===== src/rtl/qcl_reset_pkg.sv =====
// qcl_reset_pkg: shared state encoding and parameter floors for the reset sequencer.
// STAGGER_S exists only when QCL_RESET_SEQ_STAGGER_EN is defined.
package qcl_reset_pkg;
  typedef enum logic [1:0] {
    RESET_S,
    HOLD_S,
`ifdef QCL_RESET_SEQ_STAGGER_EN
    STAGGER_S,
`endif
    RUN_S
  } qcl_reset_state_e;
  localparam int qcl_reset_min_sync_stages_gp = 2;
  localparam int qcl_reset_min_hold_gp = 1;
endpackage


===== src/rtl/qcl_sync_chain.sv =====
// qcl_sync_chain: single-bit reset-release synchronizer, async set to 1, shifts in 0.
// sync_d_o is the value the last stage takes on the next edge, for edge-exact release.
module qcl_sync_chain #(
  parameter int sync_stages_p = 2
) (
  input  logic clk_i,
  input  logic reset_i,
  output logic sync_o,
  output logic sync_d_o
);
  logic [sync_stages_p-1:0] chain_q;
  always_ff @(posedge clk_i or posedge reset_i)
    if (reset_i) chain_q <= '1;
    else chain_q <= {chain_q[sync_stages_p-2:0], 1'b0};
  assign sync_o   = chain_q[sync_stages_p-1];
  assign sync_d_o = chain_q[sync_stages_p-2];
endmodule


===== src/rtl/qcl_reset_sequencer.sv =====
// qcl_reset_sequencer: async-assert / sync-release reset bus with hold window and sw re-reset.
// QCL_RESET_SEQ_STAGGER_EN releases reset_o bits stagger_p cycles apart.
module qcl_reset_sequencer
  import qcl_reset_pkg::*;
#(
  parameter int sync_stages_p = 2,
  parameter int hold_cycles_p = 16,
  parameter int num_out_p     = 1,
  parameter int stagger_p     = 4
) (
  input  logic                 clk_i,
  input  logic                 reset_i,
  input  logic                 sw_reset_v_i,
  output logic                 sw_reset_ready_o,
  output logic [num_out_p-1:0] reset_o,
  output logic                 reset_done_o
);
  localparam int cnt_w = $clog2(hold_cycles_p + 1);
  localparam logic [cnt_w-1:0] hold_last_c = cnt_w'(hold_cycles_p - 1);
  localparam logic [cnt_w-1:0] hold_top_c  = cnt_w'(hold_cycles_p);

  if (sync_stages_p < qcl_reset_min_sync_stages_gp) begin : g_bad_sync
    $error("qcl_reset_sequencer: sync_stages_p below minimum");
  end
  if (hold_cycles_p < qcl_reset_min_hold_gp) begin : g_bad_hold
    $error("qcl_reset_sequencer: hold_cycles_p below minimum");
  end

  qcl_reset_state_e     state_q;
  logic [cnt_w-1:0]     cnt_q, cnt_d;
  logic [num_out_p-1:0] reset_q;
  logic                 done_q, ready_q, sync, sync_d;

  qcl_sync_chain #(.sync_stages_p(sync_stages_p)) u_sync (
    .clk_i   (clk_i),
    .reset_i (reset_i),
    .sync_o  (sync),
    .sync_d_o(sync_d)
  );

  assign cnt_d = (cnt_q == hold_top_c) ? cnt_q : cnt_q + cnt_w'(1);

`ifdef QCL_RESET_SEQ_STAGGER_EN
  localparam int stag_max_c = (num_out_p - 1) * stagger_p;
  localparam int scnt_w = $clog2(stag_max_c + 2);
  logic [scnt_w-1:0]    scnt_q, scnt_d;
  logic [num_out_p-1:0] stag_d;
  assign scnt_d = scnt_q + scnt_w'(1);
  always_comb begin
    stag_d = '0;
    for (int i = 0; i < num_out_p; i++)
      stag_d[i] = reset_q[i] & (32'(scnt_d) < 32'(i * stagger_p));
  end
`endif

  always_ff @(posedge clk_i or posedge reset_i)
    if (reset_i) begin
      state_q <= RESET_S;
      cnt_q   <= '0;
      reset_q <= '1;
      done_q  <= 1'b0;
      ready_q <= 1'b0;
`ifdef QCL_RESET_SEQ_STAGGER_EN
      scnt_q  <= '0;
`endif
    end else begin
      case (state_q)
        // leave RESET on the very edge the synchronized reset falls
        RESET_S: if (sync && !sync_d) begin
          state_q <= HOLD_S;
          cnt_q   <= '0;
        end
        HOLD_S: begin
          cnt_q <= cnt_d;
          if (cnt_q == hold_last_c) begin
`ifdef QCL_RESET_SEQ_STAGGER_EN
            scnt_q  <= '0;
            reset_q <= {num_out_p{1'b1}} << 1;
            done_q  <= num_out_p == 1;
            ready_q <= num_out_p == 1;
            state_q <= (num_out_p == 1) ? RUN_S : STAGGER_S;
`else
            reset_q <= '0;
            done_q  <= 1'b1;
            ready_q <= 1'b1;
            state_q <= RUN_S;
`endif
          end
        end
`ifdef QCL_RESET_SEQ_STAGGER_EN
        STAGGER_S: begin
          scnt_q  <= scnt_d;
          reset_q <= stag_d;
          if (32'(scnt_d) == 32'(stag_max_c)) begin
            done_q  <= 1'b1;
            ready_q <= 1'b1;
            state_q <= RUN_S;
          end
        end
`endif
        RUN_S: if (sw_reset_v_i) begin
          state_q <= HOLD_S;
          cnt_q   <= '0;
          reset_q <= '1;
          done_q  <= 1'b0;
          ready_q <= 1'b0;
        end
        default: state_q <= RESET_S;
      endcase
    end

  assign reset_o          = reset_q;
  assign reset_done_o     = done_q;
  assign sw_reset_ready_o = ready_q;
endmodule


===== config.mk =====
export PLATFORM = sky130hd
export DESIGN_NAME = qcl_reset_sequencer
export DESIGN_NICKNAME = d
export VERILOG_FILES = /design/src/rtl/qcl_reset_pkg.sv /design/src/rtl/qcl_sync_chain.sv /design/src/rtl/qcl_reset_sequencer.sv
export SDC_FILE = /design/constraint.sdc
export NUM_CORES = 1
export LEC_CHECK = 0
export BUFFER_PORTS_ARGS = -buffer_cell sky130_fd_sc_hd__buf_4
export CAP_MARGIN = 40
export CORE_MARGIN = 2
export CORE_UTILIZATION = 45
export DETAILED_ROUTE_END_ITERATION = 8
export GPL_ROUTABILITY_DRIVEN = 0
export PLACE_DENSITY = 0.62
export RECOVER_POWER = 25
export SLEW_MARGIN = 15
export SYNTH_ARGS = -nofsm -noshare
export SYNTH_HDL_FRONTEND = slang
export SYNTH_SLANG_ARGS = --single-unit

===== constraint.sdc =====
create_clock -name clk_i -period 1.9 [get_ports clk_i]
set_clock_uncertainty 0.1 [all_clocks]
set_input_delay 0.095 -clock clk_i [delete_from_list [all_inputs] [get_ports clk_i]]
set_output_delay 0.095 -clock clk_i [all_outputs]
set_load 0.01 [all_outputs]

==> summary.txt <==
Finish
  – Final core occ: 0.583
  – Design Area, Final: 674 um2
  – Fraction of layout cells with a size suffix above 1: 0.258
  – Final nets: 73
  – # diodes: 0
  – P&R area growth vs syn: 15.4%

Clock tree
  – Maximum clock path buffer count: 2
  – Num CTS Buffers: 3
  – H-tree depth: 1
  – Clk_lat worst skew: 0.27 ns
  – Worst-path clk slew: 0.06 ns
  – CTS tree: yes
  – Cells resized by post-CTS repair: 0
  – CTS sink count: 11
  – Root Driver: clkbuf_4

Synth
  – Ys Warns: 0
  – Post-Syn Area per Cell: 10.4 um2
  – Post-synthesis sequential area ratio: 0.478
  – Cell Area, Synth: 584 um2
  – Cells after synthesis: 56
  – Yosys cell types: 26
  – Synth Register Bits: 11
  – Synthesized Nets: 62
  – Top cells by area, synth: dfrtp_1 (34%), dfstp_2 (13%), ha_1 (6.4%)
  – Post-synth EDFFs: 0
  – Commonest cells post-synth: dfrtp_1 (8), inv_1 (7), nand2_1 (5)
  – Post-synth top area share: 0.343
  – Ys flop type: dfrtp_1
  – Synth async-reset ratio: 1.00
  – Yosys top cell by area: dfrtp_1
  – Most frequent cell after synthesis: dfrtp_1

Drt
  – Drt first pass iters: 4
  – Vias: 400
  – Post-Route WL: 881 um
  – Starting DRT DRC Count: 6
  – # DRC: 0
  – Post-DRT Antenna Nets: 0
  – Routed len/inst: 11.0 um
  – DR vias/cell: 5.00

Worst setup path
  – CP startpoint kind: flop
  – Crit. End Element: flop
  – Worst r2r path cells: 5
  – CP arrival: 1.70 ns
  – RR Endpoint: cnt_q[4]$_DFFE_PP0P_
  – Slack of the worst reg-to-reg path: 0.31 ns
  – Max FO, Critical Path: 5
  – Max stage delay cell, worst path: dfrtp_1
  – Reg2Reg Launch Point: cnt_q[0]$_DFFE_PP0P_
  – CP Class: reg -> reg
  – Crit-path cells: ha_1 -> and3_1 -> ha_1 -> nor4_1 -> a21o_1
  – Crit path largest cell delay: 0.42 ns
  – Most frequent CP cell: ha_1
  – Req. time, crit path: 2.01 ns

Global routing
  – First-pass GRT wire length: 1590 um
  – Initial antenna violation count: 0
  – GRT Util Overall: 0.163
  – Number of global-route vias before repair: 378
  – Largest net degree at the start of global routing: 12
  – Remaining global-route overflow: 0

Timing
  – Setup TNS: 0 ns
  – RSZ-0062 raised after global routing: no
  – Slew Limit Fails: 0
  – Worst Slack Setup Final: 0.313 ns
  – FMAX: 0.630 GHz
  – Tcrit/Tclk final: 0.835
  – Tmin final: 1.59 ns
  – Final setup viols: 0
  – Final Hold Vio Count: 0

Hold path
  – Hold Path End: u_sync.chain_q[1]$_DFF_PP1_
  – Hold depth: 0
  – Hold/Removal Path Class: reg -> reg
  – Hold path start: u_sync.chain_q[0]$_DFF_PP1_

Power and ir drop
  – Int Power: 0.559 mW
  – Comb pwr share: 0.372
  – Sw Pwr: 0.299 mW
  – Net Sw Frac: 0.348
  – Clk pwr share: 0.181
  – Leak: 0.330 nW
  – Max rail drop VDD: 0.614 mV
  – PD cells: 1270 mW/mm2
  – Register share of total power: 0.447

Die
  – Die ar.: 0.00160 mm2
  – Initial Util: 0.505
  – Core area: 0.00116 mm2
  – IO Pins: 6
  – Die height: 40.0 um
  – # rows: 12
  – Die Wd: 40.0 um

Flow run
  – Max_cap viols: 0

Place
  – Dpl cell area: 628 um2
  – IO Port Bufs: 5
  – Pre-CTS WS: 0.314 ns
  – Final HPWL DP: 662 um

Status
  – Status: completed
==> through the flow <==
step	hold slack (ns)	power [mW]	instances
global placement	0.0152	0.709	74
global route	0.267	0.938	80
detailed placement	0.0107	0.708	74
CTS	0.266	0.872	80
floorplan	-0.155	0.632	56
finish	0.264	0.858	80
==> registers in the layout, indices dropped and copies added (netlist names) <==
signal,flops
cnt_q,5
state_q,2
u_sync.chain_q,2
reset_o,1
sw_reset_ready_o,1
==> kinds of logic after synthesis <==
family | Yosys count | synth area share
AO/OA/AOI/OAI | 14 | 0.165
XOR/XNOR | 1 | 0.0150
adder cells (fa/ha/maj) | 3 | 0.0642
buffers and inverters | 9 | 0.0771
flip-flops | 11 | 0.478
multiplexers | 2 | 0.0364
other | 1 | 0.00642
AND/OR/NAND/NOR | 15 | 0.158
==> critical path, delay by kind of cell, from the launching register on <==
family                   cells  cell delay [ns]
AO/OA/AOI/OAI                1             0.12
AND/OR/NAND/NOR              2             0.41
flip-flops                   1             0.42
adder cells (fa/ha/maj)      2             0.49
==> layer usage <==
| metal | GRT usage | share of wire | up-vias | wire length [um] |
|---|---|---|---|---|
| li1 | - | - | 206 | - |
| met2 | 0.226 | 0.41 | 10 | 361 |
| met5 | 0 | 0 | - | 0 |
| met4 | 0.129 | 0.035 | 0 | 31 |
| met3 | 0.0833 | 0.064 | 4 | 56 |
| met1 | 0.184 | 0.49 | 180 | 431 |
==> power by group through the flow <==
stage          combinational [mW]  clock (mW)  sequential (mW)
2_1_floorplan               0.266           0            0.366
3_3_place_gp                0.320           0            0.388
3_5_place_dp                0.320           0            0.388
4_1_cts                     0.325       0.162            0.385
5_1_grt                     0.369       0.172            0.396
6_report                    0.319       0.155            0.384
==> cell type report <==
type / count / area (um2)
multi-input cells: 36 / 260
repair buffers: 8 / 65.1
well taps: 14 / 17.5
inverters: 7 / 26.3
clock buffers: 4 / 26.3
fillers: 95 / 482
flip-flops and latches: 11 / 279
==> repair_timing <==
item,CTS,global route
hold buffers,2,0
hold endpoints to repair,9,0
buffers inserted,0,0
==> how the worst max path moves through the flow <==
stage | start | end | slack, ns | cells past startpoint
detailed placement | cnt_q[0]$_DFFE_PP0P_ | cnt_q[4]$_DFFE_PP0P_ | 0.31 | 5
finish | cnt_q[0]$_DFFE_PP0P_ | cnt_q[4]$_DFFE_PP0P_ | 0.31 | 5
floorplan | cnt_q[0]$_DFFE_PP0P_ | cnt_q[4]$_DFFE_PP0P_ | 0.41 | 5
global route | cnt_q[0]$_DFFE_PP0P_ | cnt_q[4]$_DFFE_PP0P_ | 0.21 | 5
global placement | cnt_q[0]$_DFFE_PP0P_ | cnt_q[4]$_DFFE_PP0P_ | 0.35 | 5
CTS | cnt_q[0]$_DFFE_PP0P_ | cnt_q[4]$_DFFE_PP0P_ | 0.30 | 5
==> placed cells by master (no fill, tap or decap), types with 2 or more instances in the layout <==
cell / Yosys / final
a21o_1: 2 / 2
a21oi_1: 3 / 3
buf_4: 1 / 5
clkbuf_4: 0 / 4
dfrtp_1: 8 / 8
dfstp_2: 3 / 3
dlygate4sd3_1: 0 / 2
ha_1: 3 / 3
inv_1: 7 / 7
nand2_1: 5 / 5
nor2_1: 2 / 2
nor2b_4: 2 / 2
o21ai_0: 3 / 3
o22ai_1: 2 / 2
o31ai_2: 2 / 2
Power figures use the tool's default switching activity.
